$ cat src/rtl/phase_timer.sv
// Per-phase dwell timer: counts qualified ticks in the active one-hot phase and pulses
// phase_end when the programmable duration is reached. Durations are writable at runtime.
module phase_timer #(
  parameter int unsigned NUM_PHASES = 3,
  parameter int unsigned CNT_W = 8,
  parameter int unsigned IDX_W = 2,
  parameter logic [NUM_PHASES*CNT_W-1:0] DEFAULT_DUR = {8'd9, 8'd4, 8'd29}
) (
  input  logic                  clk,
  input  logic                  rst,
  input  logic                  tick_en,
  input  logic                  hold,
  input  logic [NUM_PHASES-1:0] phase_sel,
  input  logic                  cfg_we,
  input  logic [IDX_W-1:0]      cfg_idx,
  input  logic [CNT_W-1:0]      cfg_wdata,
  output logic [CNT_W-1:0]      cfg_rdata,
  output logic [NUM_PHASES-1:0] phase_end,
  output logic [CNT_W-1:0]      remain,
  output logic                  sel_err
);

  logic [CNT_W-1:0]      count_q, count_d;
  logic [NUM_PHASES-1:0] sel_q;
  logic [CNT_W-1:0]      dur_q [NUM_PHASES];
  logic                  sel_valid, change, act;
  logic [CNT_W-1:0]      dur_act;

  assign sel_valid = $onehot(phase_sel);
  assign sel_err   = ~sel_valid;
  assign change    = (phase_sel != sel_q);
  assign act       = sel_valid & tick_en & ~hold & ~change;

  // >= rather than == so a duration lowered below the count still terminates the phase.
  always_comb begin
    phase_end = '0;
    dur_act   = '0;
    for (int unsigned i = 0; i < NUM_PHASES; i++) begin
      if (phase_sel[i]) dur_act = dur_act | dur_q[i];
      phase_end[i] = phase_sel[i] & act & ~rst & (count_q >= dur_q[i]);
    end
  end

  always_comb begin
    if (rst || !sel_valid || (count_q > dur_act)) remain = '0;
    else                                          remain = dur_act - count_q;
  end

  always_comb begin
    cfg_rdata = '0;
    for (int unsigned i = 0; i < NUM_PHASES; i++) begin
      if (cfg_idx == IDX_W'(i)) cfg_rdata = dur_q[i];
    end
  end

  always_comb begin
    if (!sel_valid)           count_d = '0;
    else if (change)          count_d = '0;
    else if (|phase_end)      count_d = '0;
    else if (tick_en && !hold) count_d = count_q + CNT_W'(1);
    else                      count_d = count_q;
  end

  always_ff @(posedge clk) begin
    if (rst) begin
      count_q <= '0;
      sel_q   <= '0;
      for (int unsigned i = 0; i < NUM_PHASES; i++) begin
        dur_q[i] <= DEFAULT_DUR[i*CNT_W +: CNT_W];
      end
    end else begin
      count_q <= count_d;
      sel_q   <= phase_sel;
      for (int unsigned i = 0; i < NUM_PHASES; i++) begin
        if (cfg_we && (cfg_idx == IDX_W'(i))) dur_q[i] <= cfg_wdata;
      end
    end
  end

endmodule

$ cat config.mk
export PLATFORM = sky130hd
export DESIGN_NAME = phase_timer
export DESIGN_NICKNAME = d
export VERILOG_FILES = /design/src/rtl/phase_timer.sv
export SDC_FILE = /design/constraint.sdc
export NUM_CORES = 1
export LEC_CHECK = 0
export BUFFER_PORTS_ARGS = -buffer_cell sky130_fd_sc_hd__buf_2
export CORE_MARGIN = 10
export CORE_UTILIZATION = 38
export CTS_CLUSTER_SIZE = 8
export DETAILED_ROUTE_END_ITERATION = 7
export MAX_ROUTING_LAYER = met4
export PLACE_DENSITY_LB_ADDON = 0.12
export REMOVE_ABC_BUFFERS = 1
export SYNTH_ARGS = -nofsm -noshare
export SYNTH_HDL_FRONTEND = slang
export SYNTH_SLANG_ARGS = --single-unit
export TNS_END_PERCENT = 20
$ cat constraint.sdc
create_clock -name clk -period 9 [get_ports clk]
set_clock_uncertainty 0.1 [all_clocks]
set_input_delay 1.8 -clock clk [delete_from_list [all_inputs] [get_ports clk]]
set_output_delay 1.8 -clock clk [all_outputs]
set_load 0.03 [all_outputs]
# Word level (Yosys, flattened, before mapping)

Memories as Yosys holds them, arrays and structs flattened.
Cells that the tools add are included.

Bits of input ports: 18
Output and inout port bits: 20
Memories: 1
Memory bits (writable): 24
Word-level logic and storage cells: 67
Bits in registers: 11

Multiplexer cells: 21
Add/sub/neg operators: 4
Equal/unequal tests: 4
Order comparisons: 4
Bitwise logic cells: 21
Reductions and logical operators: 10

Memories:

| memory | words | width | read ports | clocked after memory_dff | write ports | RTL line | source |
|---|---|---|---|---|---|---|---|
| dur_q  | 3     | 8     | 3          | 0                        | 3           | 25       | `logic [CNT_W-1:0] dur_q [NUM_PHASES];` |

Operators with widths:

| kind                                                | count |
|---|---|
| 2-to-1 mux 8 bit                                    | 10 |
| greater-or-equal comparator 8 bit                   | 3 |
| bitwise OR 8 bit                                    | 2 |
| bitwise AND 1 bit                                   | 12 |
| 2-to-1 mux 1 bit                                    | 11 |
| adder 8 x 1 -> 8 bit, second input constant         | 1 |
| greater-than comparator 8 bit                       | 1 |
| subtractor 8 bit                                    | 1 |
| OR reduction 6 bit                                  | 1 |
| equality test 2 x 1 -> 1 bit, second input constant | 2 |
| logical AND 1 bit                                   | 4 |
| NOT 1 bit                                           | 4 |
| inequality test 3 bit                               | 1 |
| bitwise OR 1 bit                                    | 3 |
| adder 1 x 1 -> 2 bit                                | 1 |
| adder 2 x 1 -> 2 bit                                | 1 |
| equality test 2 bit, second input constant          | 1 |
| logical NOT 1 bit                                   | 2 |
| logical NOT 2 bit                                   | 1 |
| logical OR 1 bit                                    | 2 |

# Longest topological paths before layout

Depth in word-level cells: 10
Gate-level depth with buffers: 10
Mapped depth without buffers: 9

# Worst setup path after synthesis

Ideal clock, no wire load.

Kind: input to output
From: input port phase_sel[0]
To: output port remain[7]
Data required time: 7.100 ns
Path buffers: 1
Slack: 2.907 ns
Stages: 10
Data arrival time: 4.193 ns
Path through: buf_2 > a222oi_1 > inv_1 > ha_1 > nor2b_1 > o21ai_0 > nand2b_1 > a311oi_1 > nor4_1 > nor3_1

Word-level cells in the longest chain between the ends: 8

Ends and longest elaborated chain:

| what                          | RTL line | source |
|---|---|---|
| from (decl)                   | 13       | `input logic [NUM_PHASES-1:0] phase_sel,` |
| 2-to-1 mux 8 bit              | 39       | `if (phase_sel[i]) dur_act = dur_act \| dur_q[i];` |
| bitwise OR 8 bit              | 39       |  |
| 2-to-1 mux 8 bit              | 39       |  |
| bitwise OR 8 bit              | 39       |  |
| 2-to-1 mux 8 bit              | 39       |  |
| greater-than comparator 8 bit | 45       | `if (rst \|\| !sel_valid \|\| (count_q > dur_act)) remain = '0;` |
| logical OR 1 bit              | 45       |  |
| 2-to-1 mux 8 bit (*)          | 45       |  |
| to (decl)                     | 19       | `output logic [CNT_W-1:0] remain,` |

Every way passes the cells marked *; elsewhere a longest branch is shown, timed or not.

# Worst setup path after layout

Ends and elaborated chain as after synthesis.

==> run_summary.xml <==
<?xml version="1.0" encoding="UTF-8"?>
<metrics>
  <group name="sta">
    <metric name="transition_at_the_pin_with_the_smallest_max_transition_slack" unit="ps">720</metric>
    <metric name="finalSetupTns" unit="ps">0</metric>
    <metric name="post-route-worst-setup-slack" unit="ps">2950</metric>
    <metric name="maxClockFrequency" unit="MHz">165</metric>
    <metric name="grt_setup_unrepaired" unit="">false</metric>
    <metric name="report.final.hold_viol_count" unit="">0</metric>
    <metric name="finalHoldWorstSlack" unit="ps">493</metric>
    <metric name="slew_headroom" unit="">0.519</metric>
    <metric name="finalWorstPathRequiredPeriod" unit="ps">6050</metric>
    <metric name="setup_viol_count_final" unit="">0</metric>
    <metric name="report.final.slew_viol_count" unit="">0</metric>
    <metric name="final_period_utilization" unit="">0.672</metric>
  </group>
  <group name="grt">
    <metric name="grt_overflow_total" unit="">0</metric>
    <metric name="grt_first_pass_wirelength" unit="microns">11200</metric>
    <metric name="track_usage" unit="">0.128</metric>
    <metric name="first_global_vias" unit="">2268</metric>
    <metric name="antenna_found_initial" unit="">0</metric>
    <metric name="grt_start_max_net_pins" unit="">17</metric>
  </group>
  <group name="synth">
    <metric name="yosys-top-cells-area" unit="">sky130_fd_sc_hd__edfxtp_1, sky130_fd_sc_hd__ha_1, sky130_fd_sc_hd__dfxtp_1, sky130_fd_sc_hd__inv_1, sky130_fd_sc_hd__nand2_1</metric>
    <metric name="yosys_warnings" unit="">0</metric>
    <metric name="synth_edf_count" unit="">24</metric>
    <metric name="yosysSeqAreaShare" unit="">0.353</metric>
    <metric name="most_common_cell_in_the_netlist" unit="">sky130_fd_sc_hd__inv_1</metric>
    <metric name="netlist_area" unit="sq mm">0.00267</metric>
    <metric name="ys_ff_latch" unit="">35</metric>
    <metric name="dominantRegCellSynth" unit="">sky130_fd_sc_hd__edfxtp_1</metric>
    <metric name="synthCells" unit="">301</metric>
    <metric name="syn_area_per_cell" unit="sq um">8.86</metric>
    <metric name="synth_largest_type_area_fraction" unit="">0.270</metric>
    <metric name="synth.distinct_cells" unit="">41</metric>
    <metric name="yosys.area.top_type" unit="">sky130_fd_sc_hd__edfxtp_1</metric>
    <metric name="ys_async_sr_fraction" unit="">0</metric>
    <metric name="synth.top_cells.by_count" unit="">sky130_fd_sc_hd__inv_1, sky130_fd_sc_hd__ha_1, sky130_fd_sc_hd__nand2_1</metric>
  </group>
  <group name="clock_network">
    <metric name="ctsResizeCount" unit="">0</metric>
    <metric name="numCtsBuffers" unit="">5</metric>
    <metric name="cts.path.max_buffers" unit="">2</metric>
    <metric name="numClockSinks" unit="">35</metric>
    <metric name="clk_root_buffer_cell" unit="">sky130_fd_sc_hd__clkbuf_8</metric>
    <metric name="clk_latency" unit="ps">290</metric>
    <metric name="cts_tree" unit="">yes</metric>
    <metric name="cts_max_level" unit="">2</metric>
    <metric name="ctsHoldBuffers" unit="">0</metric>
    <metric name="cts_setup_buffers" unit="">0</metric>
    <metric name="path_clk_slew" unit="ps">80</metric>
  </group>
  <group name="detailed_routing">
    <metric name="drt_first_pass_iters" unit="">8</metric>
    <metric name="first_iteration_detailed_routing_drc_count" unit="">146</metric>
    <metric name="drcViolationCount" unit="">0</metric>
    <metric name="drt-total-wl" unit="microns">6730</metric>
    <metric name="vias" unit="">2243</metric>
    <metric name="wire_per_inst" unit="microns">15.5</metric>
    <metric name="avgViaCountPerCell" unit="">5.17</metric>
    <metric name="route.antenna.remaining_nets" unit="">0</metric>
  </group>
  <group name="finish">
    <metric name="filler_cell_count" unit="">716</metric>
    <metric name="layout_overhead_on_the_synthesized_area" unit="%">14.4</metric>
    <metric name="post_layout_net_count" unit="">390</metric>
    <metric name="antenna-diode-count" unit="">0</metric>
    <metric name="layoutNonFillerInstCount" unit="">434</metric>
    <metric name="share_of_final_layout_standard_cells_stronger_than_drive_strength_1" unit="">0.160</metric>
  </group>
  <group name="worst_setup_path">
    <metric name="crit_top_cell" unit="">sky130_fd_sc_hd__buf_2</metric>
    <metric name="cp_slowest_stage_delay" unit="ps">500</metric>
    <metric name="crit_required" unit="ps">7100</metric>
    <metric name="endpoint_kind" unit="">primary output</metric>
    <metric name="critPathArrivalTime" unit="ps">4150</metric>
    <metric name="timing.critical_path.from_type" unit="">primary input</metric>
    <metric name="critical_path_class" unit="">in2out</metric>
    <metric name="crit_path_max_fanout" unit="">12</metric>
    <metric name="timing.critical_path.buf_inv" unit="">3</metric>
    <metric name="critical_path.top_delay_family" unit="">compound AO/OA/AOI/OAI gates</metric>
    <metric name="ff2ff_setup_slack" unit="ps">6510</metric>
    <metric name="crit_path_cell_trace" unit="">buf_2 -&gt; a222oi_1 -&gt; inv_1 -&gt; ha_1 -&gt; nor2b_1 -&gt; o21ai_0 -&gt; nand2b_1 -&gt; a311oi_1 -&gt; nor4_1 -&gt; nor3_1 -&gt; buf_2</metric>
    <metric name="timing.critical_path.slowest_stage_cell" unit="">sky130_fd_sc_hd__a222oi_1</metric>
  </group>
  <group name="floorplan">
    <metric name="core_area" unit="sq mm">0.00679</metric>
    <metric name="die_width" unit="microns">104</metric>
    <metric name="rows" unit="">30</metric>
    <metric name="fp.dieH" unit="microns">104</metric>
    <metric name="starting_density_of_the_core" unit="">0.393</metric>
    <metric name="die_area" unit="sq mm">0.0108</metric>
    <metric name="pin_count" unit="">38</metric>
  </group>
  <group name="power">
    <metric name="power.density" unit="mW/mm^2">143</metric>
    <metric name="p_total" unit="uW">436</metric>
    <metric name="worst_ir_drop_vdd" unit="mV">0.0911</metric>
    <metric name="leakagePower" unit="uW">0.00133</metric>
  </group>
  <group name="place">
    <metric name="place_hpwl" unit="microns">5380</metric>
    <metric name="place.detailed.instances" unit="">426</metric>
    <metric name="io_buffers" unit="">37</metric>
    <metric name="gp_congestion" unit="">0.794</metric>
    <metric name="pre_cts_slack" unit="ps">2920</metric>
  </group>
  <group name="status">
    <metric name="result_of_the_run" unit="">complete, no violations</metric>
  </group>
  <group name="flow_run">
    <metric name="drv_cap" unit="">0</metric>
  </group>
  <group name="worst_hold_path">
    <metric name="worst_hold_path_type" unit="">reg2reg</metric>
  </group>
</metrics>
## registers in the layout (all words and copies together), names as in the netlist
signal / flops
count_q: 8
dur_q: 24
sel_q: 3
## through the flow
| step | util | cell area, sq um |
|---|---|---|
| final | 0.449 | 3050 |
| after detailed placement | 0.432 | 2940 |
| after CTS | 0.449 | 3050 |
| after global routing | 0.449 | 3050 |
| after floorplan | - | 2620 |
| after global placement | 0.432 | 2940 |
## cells in the final DEF, fill, tap and decap left out, drive strengths merged, types with 4 or more instances in the layout
cell / n
buf: 39
o21ai: 22
nand2b: 8
nand3: 10
ha: 33
dfxtp: 11
clkbuf: 5
nand2: 27
a222oi: 8
and2: 10
nor2b: 4
mux2i: 8
inv: 43
a31oi: 4
edfxtp: 24
xnor2: 4
nor3: 12
a21oi: 12
nor3b: 5
nor2: 22
## power breakdown
part | internal [uW] | total [uW] | switching [uW]
registers | 183 | 193 | 9.50
logic | 34.8 | 92.0 | 57.1
clock network | 83.6 | 151 | 67.3
## tightest hold or removal path: cells and delay by family, from the launching register on
family	cells	cell delay [ps]
AND/OR/NAND/NOR	1	90
flip-flops	1	400
AO/OA/AOI/OAI	1	50
## metal layers
| metal | vias to the layer above | share of wire | GRT usage |
|---|---|---|---|
| met5 | - | 0 | - |
| met4 | 0 | 0.011 | 0.0328 |
| met3 | 7 | 0.035 | 0.0254 |
| met2 | 49 | 0.47 | 0.205 |
| met1 | 1051 | 0.49 | 0.161 |
| li1 | 1136 | - | - |
## logic make-up (layout without fill, tap and decap cells)
logic type | count (synthesis) | count (layout) | share of synthesized area
XOR/XNOR | 5 | 5 | 0.0164
AND/OR/NAND/NOR | 108 | 108 | 0.210
adder cells (fa/ha/maj) | 35 | 35 | 0.170
flip-flops | 35 | 35 | 0.353
AO/OA/AOI/OAI | 58 | 58 | 0.144
buffers and inverters | 52 | 89 | 0.0779
multiplexers | 8 | 8 | 0.0300
## area by class of cell
cell class / count / area, sq um / area share
well taps: 96 / 120 / 0.0393
repair buffers: 39 / 200 / 0.0656
multi-input cells: 214 / 1520 / 0.498
clock inverters: 3 / 46.3 / 0.0152
flip-flops and latches: 35 / 941 / 0.308
clock buffers: 5 / 68.8 / 0.0225
inverters: 42 / 158 / 0.0516
## worst paths after layout
kind                 to  cells after the start    startpoint
min reg2reg  count_q[6]                      2    count_q[6]
max           remain[7]                     11  phase_sel[0]
min          count_q[6]                      2    count_q[6]
max reg2reg  count_q[4]                      8    count_q[0]
(Power assumes the default switching activity.)
